--- src/rtl/mult_bcd_converter.sv ---
// mult_bcd_converter
// Sequential binary-to-BCD converter (shift-and-add-3). It accepts one unsigned
// product per in_valid/in_ready handshake and consumes one input bit per clock.
// The result is presented on out_bcd with an out_valid/out_ready handshake.
// Digits that do not fit in DIGITS nibbles are dropped, so out_bcd is
// in_data mod 10^DIGITS.
//
// Optional build macro: MULT_BCD_CONVERTER_OVF_EN
//   defined     : ovf is a sticky flag for bits lost off the top digit
//   not defined : ovf is tied low and no overflow logic is built
//
// state   | meaning
// --------+---------------------------------------------------------
// S_IDLE  | waiting for a product, in_ready high
// S_SHIFT | one double-dabble step per clock, IN_W steps in total
// S_DONE  | result held on out_bcd, out_valid high until out_ready
module mult_bcd_converter #(
  parameter int IN_W   = 9,
  parameter int DIGITS = 3
) (
  input  logic                  clk,
  input  logic                  rst,
  input  logic                  in_valid,
  output logic                  in_ready,
  input  logic [IN_W-1:0]       in_data,
  output logic                  out_valid,
  input  logic                  out_ready,
  output logic [4*DIGITS-1:0]   out_bcd,
  output logic                  ovf,
  output logic                  busy
);

  localparam int BCD_W = 4 * DIGITS;
  localparam int CNT_W = $clog2(IN_W + 1);

  localparam logic [1:0] S_IDLE  = 2'd0;
  localparam logic [1:0] S_SHIFT = 2'd1;
  localparam logic [1:0] S_DONE  = 2'd2;

  logic [1:0]            state;
  logic [IN_W-1:0]       bin;
  logic [BCD_W-1:0]      bcd;
  logic [CNT_W-1:0]      cnt;
  logic [BCD_W-1:0]      bcd_adj;
  logic [BCD_W+IN_W-1:0] shifted;

  // Add-3 correction: each digit >= 5 gets +3 within its own nibble.
  always_comb begin
    bcd_adj = bcd;
    for (int i = 0; i < DIGITS; i++) begin
      if (bcd[4*i +: 4] >= 4'd5) begin
        bcd_adj[4*i +: 4] = bcd[4*i +: 4] + 4'd3;
      end
    end
  end

  // The bit leaving the top digit falls off the end of the truncated shift.
  assign shifted = {bcd_adj, bin} << 1;

  // Sequencer: load on accept, shift IN_W times, hold until downstream takes it.
  always_ff @(posedge clk) begin
    if (rst) begin
      state <= S_IDLE;
      bin   <= '0;
      bcd   <= '0;
      cnt   <= '0;
    end else begin
      case (state)
        S_IDLE: begin
          if (in_valid) begin
            bin   <= in_data;
            bcd   <= '0;
            cnt   <= CNT_W'(IN_W);
            state <= S_SHIFT;
          end
        end
        S_SHIFT: begin
          {bcd, bin} <= shifted;
          cnt        <= cnt - CNT_W'(1);
          if (cnt == CNT_W'(1)) begin
            state <= S_DONE;
          end
        end
        S_DONE: begin
          if (out_ready) begin
            state <= S_IDLE;
          end
        end
        default: state <= S_IDLE;
      endcase
    end
  end

`ifdef MULT_BCD_CONVERTER_OVF_EN
  logic ovf_r;

  // Sticky overflow: cleared at accept, collects every bit lost off the top digit.
  always_ff @(posedge clk) begin
    if (rst) begin
      ovf_r <= 1'b0;
    end else if (state == S_IDLE && in_valid) begin
      ovf_r <= 1'b0;
    end else if (state == S_SHIFT) begin
      ovf_r <= ovf_r | bcd_adj[BCD_W-1];
    end
  end

  assign ovf = ovf_r;
`else
  assign ovf = 1'b0;
`endif

  assign in_ready  = (state == S_IDLE);
  assign busy      = (state == S_SHIFT);
  assign out_valid = (state == S_DONE);
  assign out_bcd   = bcd;

endmodule

--- config.mk ---
export PLATFORM = sky130hd
export DESIGN_NAME = mult_bcd_converter
export DESIGN_NICKNAME = d
export VERILOG_FILES = /design/src/rtl/mult_bcd_converter.sv
export SDC_FILE = /design/constraint.sdc
export NUM_CORES = 1
export LEC_CHECK = 0
export ABC_AREA = 1
export CAP_MARGIN = 20
export CORE_ASPECT_RATIO = 1.1
export CORE_MARGIN = 5
export CORE_UTILIZATION = 60
export DETAILED_ROUTE_END_ITERATION = 16
export DONT_BUFFER_PORTS = 1
export GPL_ROUTABILITY_DRIVEN = 0
export PLACE_DENSITY = 0.88
export SYNTH_ARGS = -nofsm -noshare
export SYNTH_HDL_FRONTEND = slang
export SYNTH_SLANG_ARGS = --single-unit
--- constraint.sdc ---
create_clock -name clk -period 2.15 [get_ports clk]
set_input_delay 0.5375 -clock clk [delete_from_list [all_inputs] [get_ports clk]]
set_output_delay 0.5375 -clock clk [all_outputs]
set_load 0.02 [all_outputs]
### After elaboration in Yosys (flattened, before gate mapping)

Index checks and enable logic that the tools add are counted.

* flip-flop bits (word level): 27
* input bits: 13
* output and inout bits: 16
* logic and storage cells: 34

* $add $sub $neg: 4
* $lt $le $gt $ge: 3
* eq/ne operators: 6
* mux-type cells: 13
* reductions and logical operators: 4

Operators by type and width (count)
* case mux 12 bit (2 select lines): 1
* case mux 9 bit (2 select lines): 1
* greater-or-equal comparator 4 x 3 -> 1 bit (second input constant): 3
* two-way mux 12 bit: 1
* two-way mux 4 bit: 3
* two-way mux 9 bit: 1
* adder 4 x 2 -> 4 bit (second input constant): 2
* case mux 4 bit (2 select lines): 1
* two-way mux 2 bit: 3
* case mux 2 bit (3 select lines): 1
* equality test 4 x 1 -> 1 bit (second input constant): 1
* inequality test 2 x 1 -> 1 bit (second input constant): 2
* subtractor 4 x 1 -> 4 bit (second input constant): 1
* adder 3 x 2 -> 3 bit (second input constant): 1
* two-way mux 3 bit: 1
* AND reduction 3 bit: 1
* equality test 2 x 1 -> 1 bit (second input constant): 1
* equality test 2 bit (second input constant): 1
* zero test 2 bit: 1
* inequality test 2 bit (second input constant): 1
* AND reduction 2 bit: 1
* nonzero test 2 bit: 1

### Logic depth before layout (Yosys ltp)

* depth after elaboration: 3
* gate-level depth with buffers: 9
* depth with buffers taken out: 9

### Least setup slack after synthesis

Ideal clock, no wire load.

* path type: reg2reg
* start: reg bcd[4], in the netlist out_bcd[4]
* end: reg bcd[8], in the netlist out_bcd[8]
* library setup time: 65 ps
* arrival time: 1293 ps
* required time: 2085 ps
* setup slack: 792 ps
* cell stages (with the launch flop): 10
* buffers on the path: 0
* period minus slack after synthesis: 1358 ps
* cells stage by stage: dfxtp_1 -> inv_1 -> ha_1 -> inv_1 -> nand2_1 -> nand3_1 -> nand2_1 -> nor2_1 -> nor2_1 -> nor2_1

* cells in the longest elaborated chain, start to end: 3
* elaborated cells between the ends (all ways): 4
* classes of those cells: 1 x add/sub; 1 x order compare; 2 x mux

Ends and longest elaborated chain
* start: declaration: RTL line 42 `logic [BCD_W-1:0] bcd;`
* start signal: assignment: RTL line 78 `{bcd, bin} <= shifted;`
* adder 4 x 2 -> 4 bit or greater-or-equal comparator 4 x 3 -> 1 bit (tied branches): RTL line 52, 51
* two-way mux 4 bit (*): RTL line 51 `if (bcd[4*i +: 4] >= 4'd5) begin`
* case mux 12 bit (2 select lines) (*): RTL line 68 `case (state)`

Mark *: on every way between the ends. The rest lies on a longest branch, timed or not.
A chain may end at the register's enable or synchronous reset.

### Final worst setup path

* start: reg state[0]
* end: out busy

* cells in the longest elaborated chain, start to end: 1

Ends and longest elaborated chain
* start: declaration: RTL line 40 `logic [1:0] state;`
* start signal: assignment: RTL line 63 `state <= S_IDLE;`
* start signal: assignment: RTL line 74 `state <= S_SHIFT;`
* start signal: assignment: RTL line 81 `state <= S_DONE;`
* equality test 2 x 1 -> 1 bit: RTL line 114 `assign busy = (state == S_SHIFT);`
* end: declaration: RTL line 30 `output logic busy`

Every way passes these cells.

==> run summary <==
pre-CTS setup slack -> 645.4 ps
outcome -> completed
CP peak stage delay -> 470 ps
GRT Total Usage -> 0.1770
ANT nets after route -> 0
Area Overhead vs Synth -> 2.000%
Detailed Route WL -> 2834 um
syn_nets -> 231
max cap viols -> 0
CTS-repair resized insts -> 0
reg2reg start -> out_bcd[0]$_SDFFE_PP0P_
Achievable Freq -> 571.0 MHz
Layout Skew -> 4.626 ps
Vias/cell -> 5.251
Antenna Cells -> 0
DP Area -> 0.001438 mm^2
number of global-route vias before repair -> 1215
r2r setup slk -> 610 ps
Crit Path Class -> flop to primary output
first-pass GRT wire length -> 4864 um
M1 WL -> 1153 um
Die Span Y -> 61.36 um
Setup crit end kind -> primary output
I/O pins -> 29
gr ovfl total -> 0
RSZ-0062 raised after global routing -> no
critical path data required time -> 1610 ps
period utilization -> 0.8145
initial antenna violation count -> 0
Num CTS Buffers -> 3
crit path DAT -> 1210 ps
Hold Crit Depth -> 1
Max Used Layer -> met4
min Tclk post-route -> 1751 ps
via count -> 1255
Post-CTS Setup Inserts -> 0
num rows -> 18
Fillers -> 203
Starting DRT DRC Count -> 36
Hold Path End -> out_bcd[5]$_SDFFE_PP0P_
Post-Syn Area per Cell -> 6.852 um^2
TritonRoute pass-1 iters -> 4
Met2 Wirelength -> 1466 um
DIE AREA -> 0.003479 mm^2
final instance area -> 0.001468 mm^2
YS warnings -> 0
critical path cell sequence -> inv_2, nor2_2, buf_4
Nets -> 231
die width -> 56.69 um
met3 wire length -> 185 um
Peak supply drop -> 0.0004467 V
H-tree levels -> 1
HPWL Detailed -> 2119 um
most frequent cells in the layout -> nand2_1 (58), dfxtp_1 (27), inv_1 (25)
Root Buffer -> clkbuf_4
family with the most delay on the worst path -> flip-flops
cells on worst reg2reg path -> 9
worst r2r dst -> out_bcd[4]$_SDFFE_PP0P_
CP max stage cell -> dfxtp_1
register bit count reported by yosys -> 27
Hold WC Path Type -> primary input to flop
commonest non-fill, non-tap cell in the layout -> nand2_1
Finished Layout Cells -> 239
Sink Count -> 27
Setup WS post-layout -> 398.8 ps
Synth Instances -> 210
Power Density -> 606.2 mW/mm^2
core area -> 0.002275 mm^2
worst-path maximum fanout -> 21
Yosys cell types -> 24
CTS tree -> yes
DRC -> 0
post-synthesis sequential area ratio -> 0.3757
CP Buf/Inv Count -> 2
hold buffers post-CTS -> 0
# setup viols final -> 0
Inst Count DP -> 235
cell area after synthesis -> 0.001439 mm^2
# port buffers -> 0
Pleak -> 0.6350 nW
layout cell share with drive strength beyond 1 -> 0.06220
clock slew at reported path FFs -> 150 ps
Clock Latency Late Sink -> 330 ps
clk buf depth -> 2
Initial Util -> 0.6326
Startpoint Class -> flop
Pins Over Slew Limit -> 0
setup tns final -> 0 ps
drt wl/cell -> 11.86 um
Final Hold Viols -> 0
hold wc startpoint -> rst
largest net degree at the start of global routing -> 22
Final Power -> 0.8897 mW
==> cell usage after synthesis, drive strengths merged <==
cell type | count | area [um^2]
a31oi | 1 | 6.260
nor3 | 1 | 5.000
nand3 | 18 | 90.09
and2 | 1 | 6.260
nand4 | 6 | 37.54
ha | 8 | 100.1
inv | 29 | 111.4
dfxtp | 27 | 540.5
conb | 1 | 3.750
a21oi | 19 | 95.09
nor2 | 21 | 81.33
o211ai | 5 | 37.54
nand2 | 61 | 246.5
o21ai | 5 | 25.02
buf | 5 | 42.53
o22ai | 1 | 6.260
clkbuf | 1 | 3.750
==> flip-flops by register name, summed over array words and instances, names as in the netlist <==
signal   cells
cnt          4
bin          9
state        2
out_bcd     12
==> logic make-up (layout without fill, tap and decap cells) <==
kind of cell,count (synthesis),count (layout),share of synthesized area
fa+ha+maj,8,8,0.06957
compound gates,31,31,0.1183
flops,27,27,0.3757
simple gates,108,108,0.3244
other cells,1,1,0.002606
buf+inv,35,34,0.1096
==> how the worst max path moves through the flow <==
stage | startpoint | to | slack (ps) | depth (start not counted)
2_1_floorplan | out_bcd[4]$_SDFFE_PP0P_ | out_bcd[8]$_SDFFE_PP0P_ | 790 | 9
3_3_place_gp | out_bcd[4]$_SDFFE_PP0P_ | out_bcd[8]$_SDFFE_PP0P_ | 670 | 9
3_5_place_dp | out_bcd[4]$_SDFFE_PP0P_ | out_bcd[8]$_SDFFE_PP0P_ | 650 | 9
4_1_cts | state[0]$_SDFFE_PP0P_ | busy | 390 | 3
5_1_grt | state[0]$_SDFFE_PP0P_ | busy | 290 | 3
6_report | state[0]$_SDFFE_PP0P_ | busy | 400 | 3
==> power by group <==
group          switching, mW  total [mW]  internal, mW
Combinational         0.0877       0.127        0.0388
Clock                  0.152       0.223        0.0712
Sequential            0.0161       0.540         0.524
Total                  0.255       0.890         0.634
==> metrics by stage <==
stage          hold WS (ps)  utilization
4_1_cts               247.9       0.6452
6_report              255.6       0.6452
5_1_grt               232.4       0.6452
3_5_place_dp          450.9       0.6320
3_3_place_gp          445.4       0.6320
2_1_floorplan         439.0            -
==> routing by layer <==
metal  vias to the layer above  global-route usage
li1                        668                   -
met1                       546              0.1786
met2                        37              0.3548
met3                         4             0.03774
met4                         0             0.07458
met5                         -                   0
==> area by class of cell <==
class	instances	area [um^2]	share of cell area
well taps	30	37.54	0.02558
flip-flops and latches	27	540.5	0.3683
multi-input cells	148	740.7	0.5047
clock inverters	1	7.507	0.005115
repair buffers	1	7.507	0.005115
clock buffers	3	22.52	0.01535
inverters	29	111.4	0.07587
Note: power is estimated with default switching activity, not from simulation.
